### src/rtl/uart_pkg.sv
// Shared UART definitions: data width, default receive-FIFO depth and the data-byte type.
package uart_pkg;

  localparam int unsigned UART_DBIT        = 8;
  localparam int unsigned UART_FIFO_ADDR_W = 4;

  typedef logic [UART_DBIT-1:0] uart_data_t;

endpackage

### src/rtl/uart_fifo_mem.sv
// Register-file storage for the UART receive FIFO. It has one synchronous write port and one
// read port.
// Macro UART_RX_FIFO_FWFT_EN selects a combinational read port. Otherwise the read port is a
// registered output that is loaded on i_re.
module uart_fifo_mem
  import uart_pkg::*;
#(
  parameter int unsigned DBIT   = UART_DBIT,
  parameter int unsigned ADDR_W = UART_FIFO_ADDR_W
) (
  input  logic              i_clk,
  input  logic              i_rst_n,
  input  logic              i_we,
  input  logic [ADDR_W-1:0] i_waddr,
  input  logic [DBIT-1:0]   i_wdata,
  input  logic              i_re,
  input  logic [ADDR_W-1:0] i_raddr,
  output logic [DBIT-1:0]   o_rdata
);

  localparam int unsigned Depth = 1 << ADDR_W;

  logic [DBIT-1:0] r_mem [Depth];

  // Array write; contents are not reset because empty/count gate their visibility.
  always_ff @(posedge i_clk) begin
    if (i_we) begin
      r_mem[i_waddr] <= i_wdata;
    end
  end

`ifdef UART_RX_FIFO_FWFT_EN
  assign o_rdata = r_mem[i_raddr];

  // The read strobe and reset only matter to the registered read port.
  logic w_unused;
  assign w_unused = ^{i_re, i_rst_n};
`else
  logic [DBIT-1:0] r_rdata;

  // Registered read port. If a read and a write hit the same address, the read returns the
  // old contents, which is the byte at the head of a full FIFO.
  always_ff @(posedge i_clk or negedge i_rst_n) begin
    if (!i_rst_n) begin
      r_rdata <= '0;
    end else if (i_re) begin
      r_rdata <= r_mem[i_raddr];
    end
  end

  assign o_rdata = r_rdata;
`endif

endmodule

### src/rtl/uart_rx_fifo.sv
// Receive-side byte FIFO downstream of uart_rx. It captures din on rx_done_tick and serves the
// bytes through a read strobe. It reports count, full, empty and a sticky overflow flag.
// Macro UART_RX_FIFO_FWFT_EN selects first-word-fall-through reads. Otherwise reads are
// registered, and rd_valid pulses one cycle after an accepted read.
module uart_rx_fifo
  import uart_pkg::*;
#(
  parameter int unsigned DBIT   = UART_DBIT,
  parameter int unsigned ADDR_W = UART_FIFO_ADDR_W
) (
  input  logic              i_clk,
  input  logic              i_rst_n,
  input  logic              i_rx_done_tick,
  input  logic [DBIT-1:0]   i_din,
  input  logic              i_rd,
  output logic [DBIT-1:0]   o_rd_data,
  output logic              o_rd_valid,
  output logic              o_empty,
  output logic              o_full,
  output logic [ADDR_W:0]   o_count,
  output logic              o_overflow,
  input  logic              i_ovf_clr
);

  localparam logic [ADDR_W:0] Depth = (ADDR_W+1)'(1) << ADDR_W;

  logic [ADDR_W-1:0] r_wptr;
  logic [ADDR_W-1:0] r_rptr;
  logic [ADDR_W:0]   r_count;
  logic              r_overflow;
  logic              w_empty;
  logic              w_full;
  logic              w_rd_ok;
  logic              w_wr_ok;
  logic              w_drop;
  logic [DBIT-1:0]   w_mem_rdata;

  // Status decoded from the registered count only.
  assign w_empty = (r_count == '0);
  assign w_full  = (r_count == Depth);

  // Handshake: a read frees a slot in the same cycle, so a tick while full still lands.
  assign w_rd_ok = i_rd & ~w_empty;
  assign w_wr_ok = i_rx_done_tick & (~w_full | w_rd_ok);
  assign w_drop  = i_rx_done_tick & w_full & ~w_rd_ok;

  // Pointer and occupancy bookkeeping.
  always_ff @(posedge i_clk or negedge i_rst_n) begin
    if (!i_rst_n) begin
      r_wptr  <= '0;
      r_rptr  <= '0;
      r_count <= '0;
    end else begin
      if (w_wr_ok) begin
        r_wptr <= r_wptr + ADDR_W'(1);
      end
      if (w_rd_ok) begin
        r_rptr <= r_rptr + ADDR_W'(1);
      end
      unique case ({w_wr_ok, w_rd_ok})
        2'b10:   r_count <= r_count + (ADDR_W+1)'(1);
        2'b01:   r_count <= r_count - (ADDR_W+1)'(1);
        default: r_count <= r_count;
      endcase
    end
  end

  // Sticky overflow flag; a new drop takes priority over a clear in the same cycle.
  always_ff @(posedge i_clk or negedge i_rst_n) begin
    if (!i_rst_n) begin
      r_overflow <= 1'b0;
    end else if (w_drop) begin
      r_overflow <= 1'b1;
    end else if (i_ovf_clr) begin
      r_overflow <= 1'b0;
    end
  end

  uart_fifo_mem #(
    .DBIT   (DBIT),
    .ADDR_W (ADDR_W)
  ) u_mem (
    .i_clk   (i_clk),
    .i_rst_n (i_rst_n),
    .i_we    (w_wr_ok),
    .i_waddr (r_wptr),
    .i_wdata (i_din),
    .i_re    (w_rd_ok),
    .i_raddr (r_rptr),
    .o_rdata (w_mem_rdata)
  );

`ifdef UART_RX_FIFO_FWFT_EN
  // The head byte is shown while data is stored. The output is forced to zero when empty so
  // that stale array contents never appear.
  assign o_rd_valid = ~w_empty;
  assign o_rd_data  = w_empty ? '0 : w_mem_rdata;
`else
  logic r_rd_valid;

  // One-cycle valid pulse that follows each accepted read.
  always_ff @(posedge i_clk or negedge i_rst_n) begin
    if (!i_rst_n) begin
      r_rd_valid <= 1'b0;
    end else begin
      r_rd_valid <= w_rd_ok;
    end
  end

  assign o_rd_valid = r_rd_valid;
  assign o_rd_data  = w_mem_rdata;
`endif

  assign o_empty    = w_empty;
  assign o_full     = w_full;
  assign o_count    = r_count;
  assign o_overflow = r_overflow;

endmodule
### config.mk
export PLATFORM = sky130hd
export DESIGN_NAME = uart_rx_fifo
export DESIGN_NICKNAME = d
export VERILOG_FILES = /design/src/rtl/uart_pkg.sv /design/src/rtl/uart_fifo_mem.sv /design/src/rtl/uart_rx_fifo.sv
export SDC_FILE = /design/constraint.sdc
export NUM_CORES = 1
export LEC_CHECK = 0
export CORE_MARGIN = 4
export CORE_UTILIZATION = 35
export DETAILED_ROUTE_END_ITERATION = 8
export PLACE_DENSITY = 0.52
export SKIP_CTS_REPAIR_TIMING = 1
export SYNTH_ARGS = -nofsm -noshare
export SYNTH_HDL_FRONTEND = slang
export SYNTH_SLANG_ARGS = --single-unit
### constraint.sdc
create_clock -name i_clk -period 6 [get_ports i_clk]
set_clock_uncertainty 0.15 [all_clocks]
set_input_delay 1.2 -clock i_clk [delete_from_list [all_inputs] [get_ports i_clk]]
set_output_delay 1.2 -clock i_clk [all_outputs]
set_load 0.05 [all_outputs]
# --- Word-level counts from Yosys, hierarchy flattened ---
# Memory sizes are Yosys's and may differ from the RTL's. A register that Yosys moved wholly into a read port is not among the register bits.
# Index checks and enable logic that the tools add are counted.
classes:
  addsub: 4
  n_eq_ne: 3
  mux: 5
  bitwise_logic: 8
  n_reduce_logical: 4
op_table:
  columns: ["operator", "count"]
  rows:
  - ["5-bit one-hot mux with 2 select lines", 1]
  - ["4-bit by 1-bit adder with 4-bit output (second input constant)", 2]
  - ["5-bit by 1-bit adder with 5-bit output (second input constant)", 1]
  - ["5-bit equality test (second input constant)", 1]
  - ["5-bit zero test", 1]
  - ["5-bit by 1-bit subtractor with 5-bit output (second input constant)", 1]
  - ["1-bit bitwise AND", 4]
  - ["1-bit 2-to-1 mux", 4]
  - ["2-bit nonzero test", 2]
  - ["1-bit NOT", 3]
  - ["2-bit by 1-bit equality test with 1-bit output (second input constant)", 1]
  - ["2-bit equality test (second input constant)", 1]
  - ["1-bit zero test", 1]
  - ["1-bit bitwise OR", 1]
totals:
  register_bits: 15
  mem_bits_rw: 128
  input_bits: 13
  out_inout_bits: 17
  word_cells: 30
  memories: 1
mem_list:
  columns: ["memory", "words", "word_bits", "rd", "rd_clocked_by_memory_dff", "write_ports", "line_no", "source"]
  rows:
  - ["u_mem.r_mem", 16, 8, 1, 1, 1, "uart_fifo_mem.sv:23", "logic [DBIT-1:0] r_mem [Depth];"]

# --- Depth between registers and ports, before layout ---
# Gate-level depths: netlist (run 1).
logic_depth:
  word_depth: 7
  ltp_mapped: 10
  depth_no_buf: 10

# --- Modules after synthesis ---
# From an unflattened synthesis (run 1), not the netlist that was laid out.
unflattened:
  hier_cells: 323
  area_unflattened_um2: 6219.7
modules_own_cells:
  columns: ["mod", "n_inst", "cells_per_inst", "area_per_inst_um2", "seq_area_each_um2"]
  rows:
  - ["uart_fifo_mem", 1, 240, 5331.4, 4043.9]
  - ["uart_rx_fifo", 1, 83, 888.4, 375.4]

# --- Worst setup path after synthesis (run 1) ---
# Ideal clock, no wire load.
synth_timing:
  path_type: "register to output"
  startpoint: "reg r_count[1] (netlist: o_count[1])"
  endpoint: "out o_empty"
  arrival_time_ps: 1660
  required_ps: 4650
  slack_ps: 2990
  path_stages_with_launch: 3
  n_path_buf: 0
  cell_sequence: "dfrtp_1 > or4_4 > nor2_2"
synth_between:
  elab_chain_len: 1
synth_rtl:
  columns: ["item", "line_no", "source"]
  rows:
  - ["start: declaration", "uart_rx_fifo.sv:29", "logic [ADDR_W:0] r_count;"]
  - ["start signal: assignment", "uart_rx_fifo.sv:61", "2'b10: r_count <= r_count + (ADDR_W+1)'(1);"]
  - ["start signal: assignment", "uart_rx_fifo.sv:62", "2'b01: r_count <= r_count - (ADDR_W+1)'(1);"]
  - ["start signal: assignment", "uart_rx_fifo.sv:63", "default: r_count <= r_count;"]
  - ["5-bit zero test", "uart_rx_fifo.sv:39", "assign w_empty = (r_count == '0);"]
  - ["end: declaration", "uart_rx_fifo.sv:18", "output logic o_empty,"]
# No other way between the ends.

# --- Worst setup path after layout (run 1) ---
layout_timing:
  startpoint: "reg r_count[0] (netlist: o_count[0])"
  endpoint: "out o_full"
layout_between:
  elab_chain_len: 1
layout_rtl:
  columns: ["item", "line_no", "source"]
  rows:
  - ["5-bit equality test", "uart_rx_fifo.sv:40", "assign w_full = (r_count == Depth);"]
  - ["end: declaration", "uart_rx_fifo.sv:19", "output logic o_full,"]
# No other way between the ends.

==> results of run 1 <==
## state kept, by name (all words and copies together), names as in the netlist
| register | flops |
|---|---|
| u_mem.r_mem | 128 |
| u_mem.o_rdata | 8 |
| o_count | 5 |
| r_rptr | 4 |
| r_wptr | 4 |
| o_overflow | 1 |
| o_rd_valid | 1 |
## metrics by stage
step                      cell area [sq um]  worst slack, ns
after floorplan                        6098            2.990
after global placement                 6634            2.159
after detailed placement               6634            2.046
after CTS                              7188            2.180
after global routing                   7188            2.092
final                                  7188            2.222
## metal layers
| layer | part of all wire | GRT usage |
|---|---|---|
| met5 | 0 | 0 |
| met3 | 0.019 | 0.03278 |
| met1 | 0.48 | 0.1766 |
| met4 | 0.015 | 0.04437 |
| met2 | 0.49 | 0.2056 |
## area by class of cell
cell class,count,area [sq um]
tap,225,281.5
fill,1562,9988
inverter,9,33.78
sequential,151,4419
clock inverter,14,125.1
timing repair buffer,33,320.3
multi-input combinational,139,1579
clock buffer,18,429.2
## worst reg2reg max path, stage by stage (launching register included)
cell and delay, ns:
dfrtp_1 0.45, or4_4 0.58, o21ai_4 0.37, nor2_2 0.15
ha_1 0.34, nor2b_1 0.14, o21a_1 0.17, or2_1 0.24
o32a_1 0.29, o211ai_1 0.17
## power by group through the flow
stage	registers [mW]	logic, mW	clock network [mW]
3_3_place_gp	1.45	1.10	0
6_report	1.42	1.10	0.995
3_5_place_dp	1.45	1.11	0
4_1_cts	1.43	1.12	1.01
5_1_grt	1.45	1.18	1.07
2_1_floorplan	1.55	0.676	0
## cell usage after synthesis (4+ instances only)
master    count
mux4_2       32
ha_1          8
dfrtp_1      23
buf_2         5
mux2i_1      16
nand2_1      16
and2_1       16
xnor2_1       9
edfxtp_1    128
o221ai_1      8
clkbuf_1      4
inv_1         9
## how the worst max path moves through the flow
stage                       to  slack [ns]  cells after the start
floorplan              o_empty        2.99                      2
global placement    o_count[4]        2.16                      9
detailed placement  o_count[4]        2.05                      9
CTS                     o_full        2.18                      4
global route            o_full        2.09                      4
finish                  o_full        2.22                      4
## cells by family (layout without fill, tap and decap cells)
logic type,Yosys count,after routing,share of synthesized area
adders and majority gates,9,9,0.01970
and+or+nand+nor,48,48,0.04411
DFF,151,151,0.7247
AOI/OAI and AO/OA,23,23,0.03283
xor gates and xnor gates,9,9,0.01293
buffers and inverters,21,74,0.01641
muxes,50,50,0.1494
==> flow_summary.json, run 1 <==
{
  "netSwitchingFraction": 0.3289,
  "worstHoldStart": "u_mem.o_rdata[4]",
  "fin_tns_setup_ns": 0,
  "synth_area_sq_um": 6098,
  "clock-sinks": 151,
  "cts_made_buffers": 17,
  "slew_viol_final": 0,
  "grtUsageTotal": 0.1300,
  "cpMaxStageDelayCell": "clkdlybuf4s50_1",
  "synth_nets": 333,
  "drc": 0,
  "tightest_slew_ns": 0.8823,
  "grt_pass1_wl_um": 18770,
  "hold_path.class": "register to register",
  "gp_congestion": 0.7294,
  "final_cells": 589,
  "worstPathRequired_ns": 4.65,
  "clock-root-buffer": "clkbuf_16",
  "p_total_mw": 3.513,
  "fp.dieH_um": 140,
  "crit_type": "register to output port",
  "final_cell_mix": "edfxtp_1 (128), mux4_2 (32), clkdlybuf4s50_1 (29)",
  "slowest_delay_ns": 0.80,
  "clockBufferDepth": 2,
  "ios": 30,
  "finalSetupViolCount": 0,
  "yosysUniqueCellTypes": 40,
  "max-vdd-ir-drop_mv": 0.2211,
  "synth_cells": 311,
  "areaGrowthSynthToFinish_pct": 17.87,
  "drive_gt1_frac": 0.2060,
  "p_int_mw": 2.358,
  "routed_via_density": 4.896,
  "grt_setup_unrepaired": "false",
  "startpoint": "o_count[0]",
  "antenna_found_initial": 0,
  "wl_per_cell_um": 20.20,
  "seq_area_frac_synth": 0.7247,
  "postRouteAntennaNets": 0,
  "synth_ff_type": "edfxtp_1",
  "reg2reg_slack_ns": 2.86,
  "p_comb_frac": 0.312,
  "ys_top_cells_by_area": "edfxtp_1 (63%), mux4_2 (12%), dfrtp_1 (9.4%)",
  "grt_max_degree": 35,
  "core_sq_um": 17180,
  "htree_levels": 4,
  "fin_nets": 373,
  "clk_latency_ns": 0.42,
  "wirelength_um": 11900,
  "min_period_ns": 3.778,
  "status": "complete, no violations",
  "drtIter0Drc": 185,
  "initial_core_util": 0.3550,
  "clockPowerShare": 0.283,
  "final-hold-violation-count": 0,
  "yosys_warnings": 0,
  "synth-edff-count": 128,
  "power_density_nw_per_um2": 488.7,
  "cp_num_buf_inv": 2,
  "worstHoldEndpoint": "u_mem.o_rdata[4]",
  "die_area_sq_um": 19600,
  "cts.clk_slew.worst_paths_ns": 0.06,
  "avgSynthCellArea_sq_um": 19.61,
  "p_leak_nw": 2.418,
  "overflow": 0,
  "regToRegStartpoint": "o_count[0]",
  "final_util": 0.4185,
  "crit_path_max_fanout": 6,
  "yosysTopAreaCell": "edfxtp_1",
  "hold_ws_ns": 0.3679,
  "power.switching_mw": 1.156,
  "ys_async_sr_fraction": 0.1523,
  "io_buffers": 29,
  "num_vias": 2884,
  "final_common_cell": "edfxtp_1",
  "dp_cells": 557,
  "slew_headroom": 0.4118,
  "dp_hpwl_um": 7498,
  "hold_depth": 2,
  "crit_family": "buffers and inverters",
  "arrival_ns": 2.43,
  "grt_pass1_vias": 3074,
  "sequentialPowerShare": 0.405,
  "diodes": 0,
  "synth_seq_cells": 151,
  "synth_top_area_share": 0.6303,
  "period_share": 0.6297,
  "tritoncts": "built",
  "fmax_mhz": 264.7,
  "fp.dieW_um": 140,
  "start_kind": "register",
  "reg2reg_depth": 9,
  "crit_path_end_kind": "output port",
  "dr.pass1.iters": 4,
  "drv_cap": 0,
  "timing.rr.end": "o_count[4]",
  "path_cells": "nor4_2 -> nand2_1 -> inv_1 -> clkdlybuf4s50_1",
  "placement_rows": 48
}
Note: power is estimated with default switching activity, not from simulation.
==> inputs of run 2 (changes only) <==
==> constraint.sdc (replaced) <==
create_clock -name i_clk -period 3.9 [get_ports i_clk]
set_clock_uncertainty 0.15 [all_clocks]
set_input_delay 0.78 -clock i_clk [delete_from_list [all_inputs] [get_ports i_clk]]
set_output_delay 0.78 -clock i_clk [all_outputs]
set_load 0.05 [all_outputs]
==> flow_summary.json, run 2 (same netlist as run 1, synthesis figures left out) <==
{
  "status": "complete, no violations",
  "drive_gt1_frac": 0.2088,
  "io_buffers": 29,
  "tritoncts": "built",
  "overflow": 0,
  "crit_type": "register to output port",
  "initial_core_util": 0.3550,
  "wl_per_cell_um": 20.63,
  "p_total_mw": 5.701,
  "final_util": 0.4250,
  "place_area_sq_um": 6646,
  "clock-sinks": 151,
  "period_share": 0.8696,
  "grt_setup_unrepaired": "false",
  "antenna_found_initial": 0,
  "tightest_slew_ns": 1.115,
  "grt_pass1_wl_um": 19090,
  "p_leak_nw": 2.474,
  "startpoint": "o_count[1]",
  "placement_rows": 48,
  "htree_levels": 4,
  "fill_cells": 1532,
  "postRouteAntennaNets": 0,
  "max-vdd-ir-drop_mv": 0.3703,
  "grt_max_degree": 27,
  "fin_area_sq_um": 7300,
  "arrival_ns": 2.46,
  "final-hold-violation-count": 0,
  "grtUsageTotal": 0.1331,
  "diodes": 0,
  "core_sq_um": 17180,
  "timing.rr.end": "o_count[4]",
  "largest_register": "u_mem.r_mem",
  "crit_path_max_fanout": 5,
  "cts.clk_slew.worst_paths_ns": 0.06,
  "crit_path_end_kind": "output port",
  "worstPathRequired_ns": 2.97,
  "fmax_mhz": 294.9,
  "regToRegStartpoint": "o_count[1]",
  "fin_nets": 373,
  "fp.dieH_um": 140,
  "final_common_cell": "edfxtp_1",
  "power_density_nw_per_um2": 781.0,
  "clock-root-buffer": "clkbuf_16",
  "areaGrowthSynthToFinish_pct": 19.70,
  "routed_via_density": 4.930,
  "endpoint": "o_full",
  "dp_hpwl_um": 7848,
  "ios": 30,
  "fp.dieW_um": 140,
  "grt_pass1_vias": 3146,
  "min_period_ns": 3.392,
  "drtIter0Drc": 192,
  "finalSetupViolCount": 0,
  "slew_viol_final": 0,
  "reg2reg_depth": 9,
  "final_cell_mix": "edfxtp_1 (128), mux4_2 (32), clkdlybuf4s50_1 (29)",
  "clk_latency_ns": 0.42,
  "cts_made_buffers": 17,
  "dr.pass1.iters": 5,
  "drc": 0,
  "drv_cap": 0,
  "hold_path.class": "register to register",
  "largest_register_ffs": 128,
  "slew_headroom": 0.2543,
  "gp_congestion": 0.7279,
  "fin_tns_setup_ns": 0,
  "wirelength_um": 12150,
  "start_kind": "register",
  "reg2reg_slack_ns": 0.80,
  "clockBufferDepth": 2,
  "hold_ws_ns": 0.3709,
  "die_area_sq_um": 19600,
  "num_vias": 2904
}
[run 2: critical path: stages, from the launching register on]
cell	delay, ns
dfrtp_1	0.45
nor4_2	0.51
nand2_1	0.19
inv_1	0.09
clkdlybuf4s50_1	0.80
[run 2: worst min path at each step]
stage,start,to,slack [ns],cells past startpoint
2_1_floorplan,i_rst_n,o_count[0],0.33,0
3_3_place_gp,u_mem.o_rdata[2],u_mem.o_rdata[2],0.37,2
3_5_place_dp,u_mem.o_rdata[2],u_mem.o_rdata[2],0.36,2
4_1_cts,u_mem.o_rdata[2],u_mem.o_rdata[2],0.38,2
5_1_grt,u_mem.o_rdata[2],u_mem.o_rdata[2],0.40,2
6_report,u_mem.o_rdata[2],u_mem.o_rdata[2],0.37,2
[run 2: power by group]
group / switching, mW / internal [mW]
registers: 0.228 / 2.00
clock network: 0.652 / 1.14
logic: 0.911 / 0.763
total: 1.79 / 3.91
[run 2: layer usage]
layer,track usage,part of all wire,wire (um),vias up
li1,-,-,-,1325
met1,0.1788,0.46,5618,1534
met2,0.2112,0.50,6026,38
met3,0.03243,0.033,396,7
met4,0.05048,0.0091,111,0
met5,0,0,0,-
[run 2: per-stage QoR]
stage               cells  worst slack [ns]
finish                589            0.5085
global route          589            0.4138
CTS                   589            0.4999
detailed placement    557            0.4053
global placement      557            0.4675
floorplan             311            0.9388
[run 2: area by class of cell]
type / instances / area, sq um / share of cell area
clock buffers: 18 / 429.2 / 0.05879
clock inverters: 14 / 224.0 / 0.03068
inverters: 9 / 33.78 / 0.004628
multi-input cells: 139 / 1579 / 0.2163
flip-flops and latches: 151 / 4419 / 0.6054
well taps: 225 / 281.5 / 0.03857
repair buffers: 33 / 332.8 / 0.04559
==> inputs of run 3 (changes only) <==
--- a/config.mk
+++ b/config.mk
@@ -7,6 +7,7 @@
 export LEC_CHECK = 0
 export CORE_MARGIN = 4
 export CORE_UTILIZATION = 35
+export CTS_CLUSTER_SIZE = 20
 export DETAILED_ROUTE_END_ITERATION = 8
 export PLACE_DENSITY = 0.52
 export SKIP_CTS_REPAIR_TIMING = 1
==> results of run 3 <==
Same layout as run 2: the final DEF is identical, and so are final timing and power.
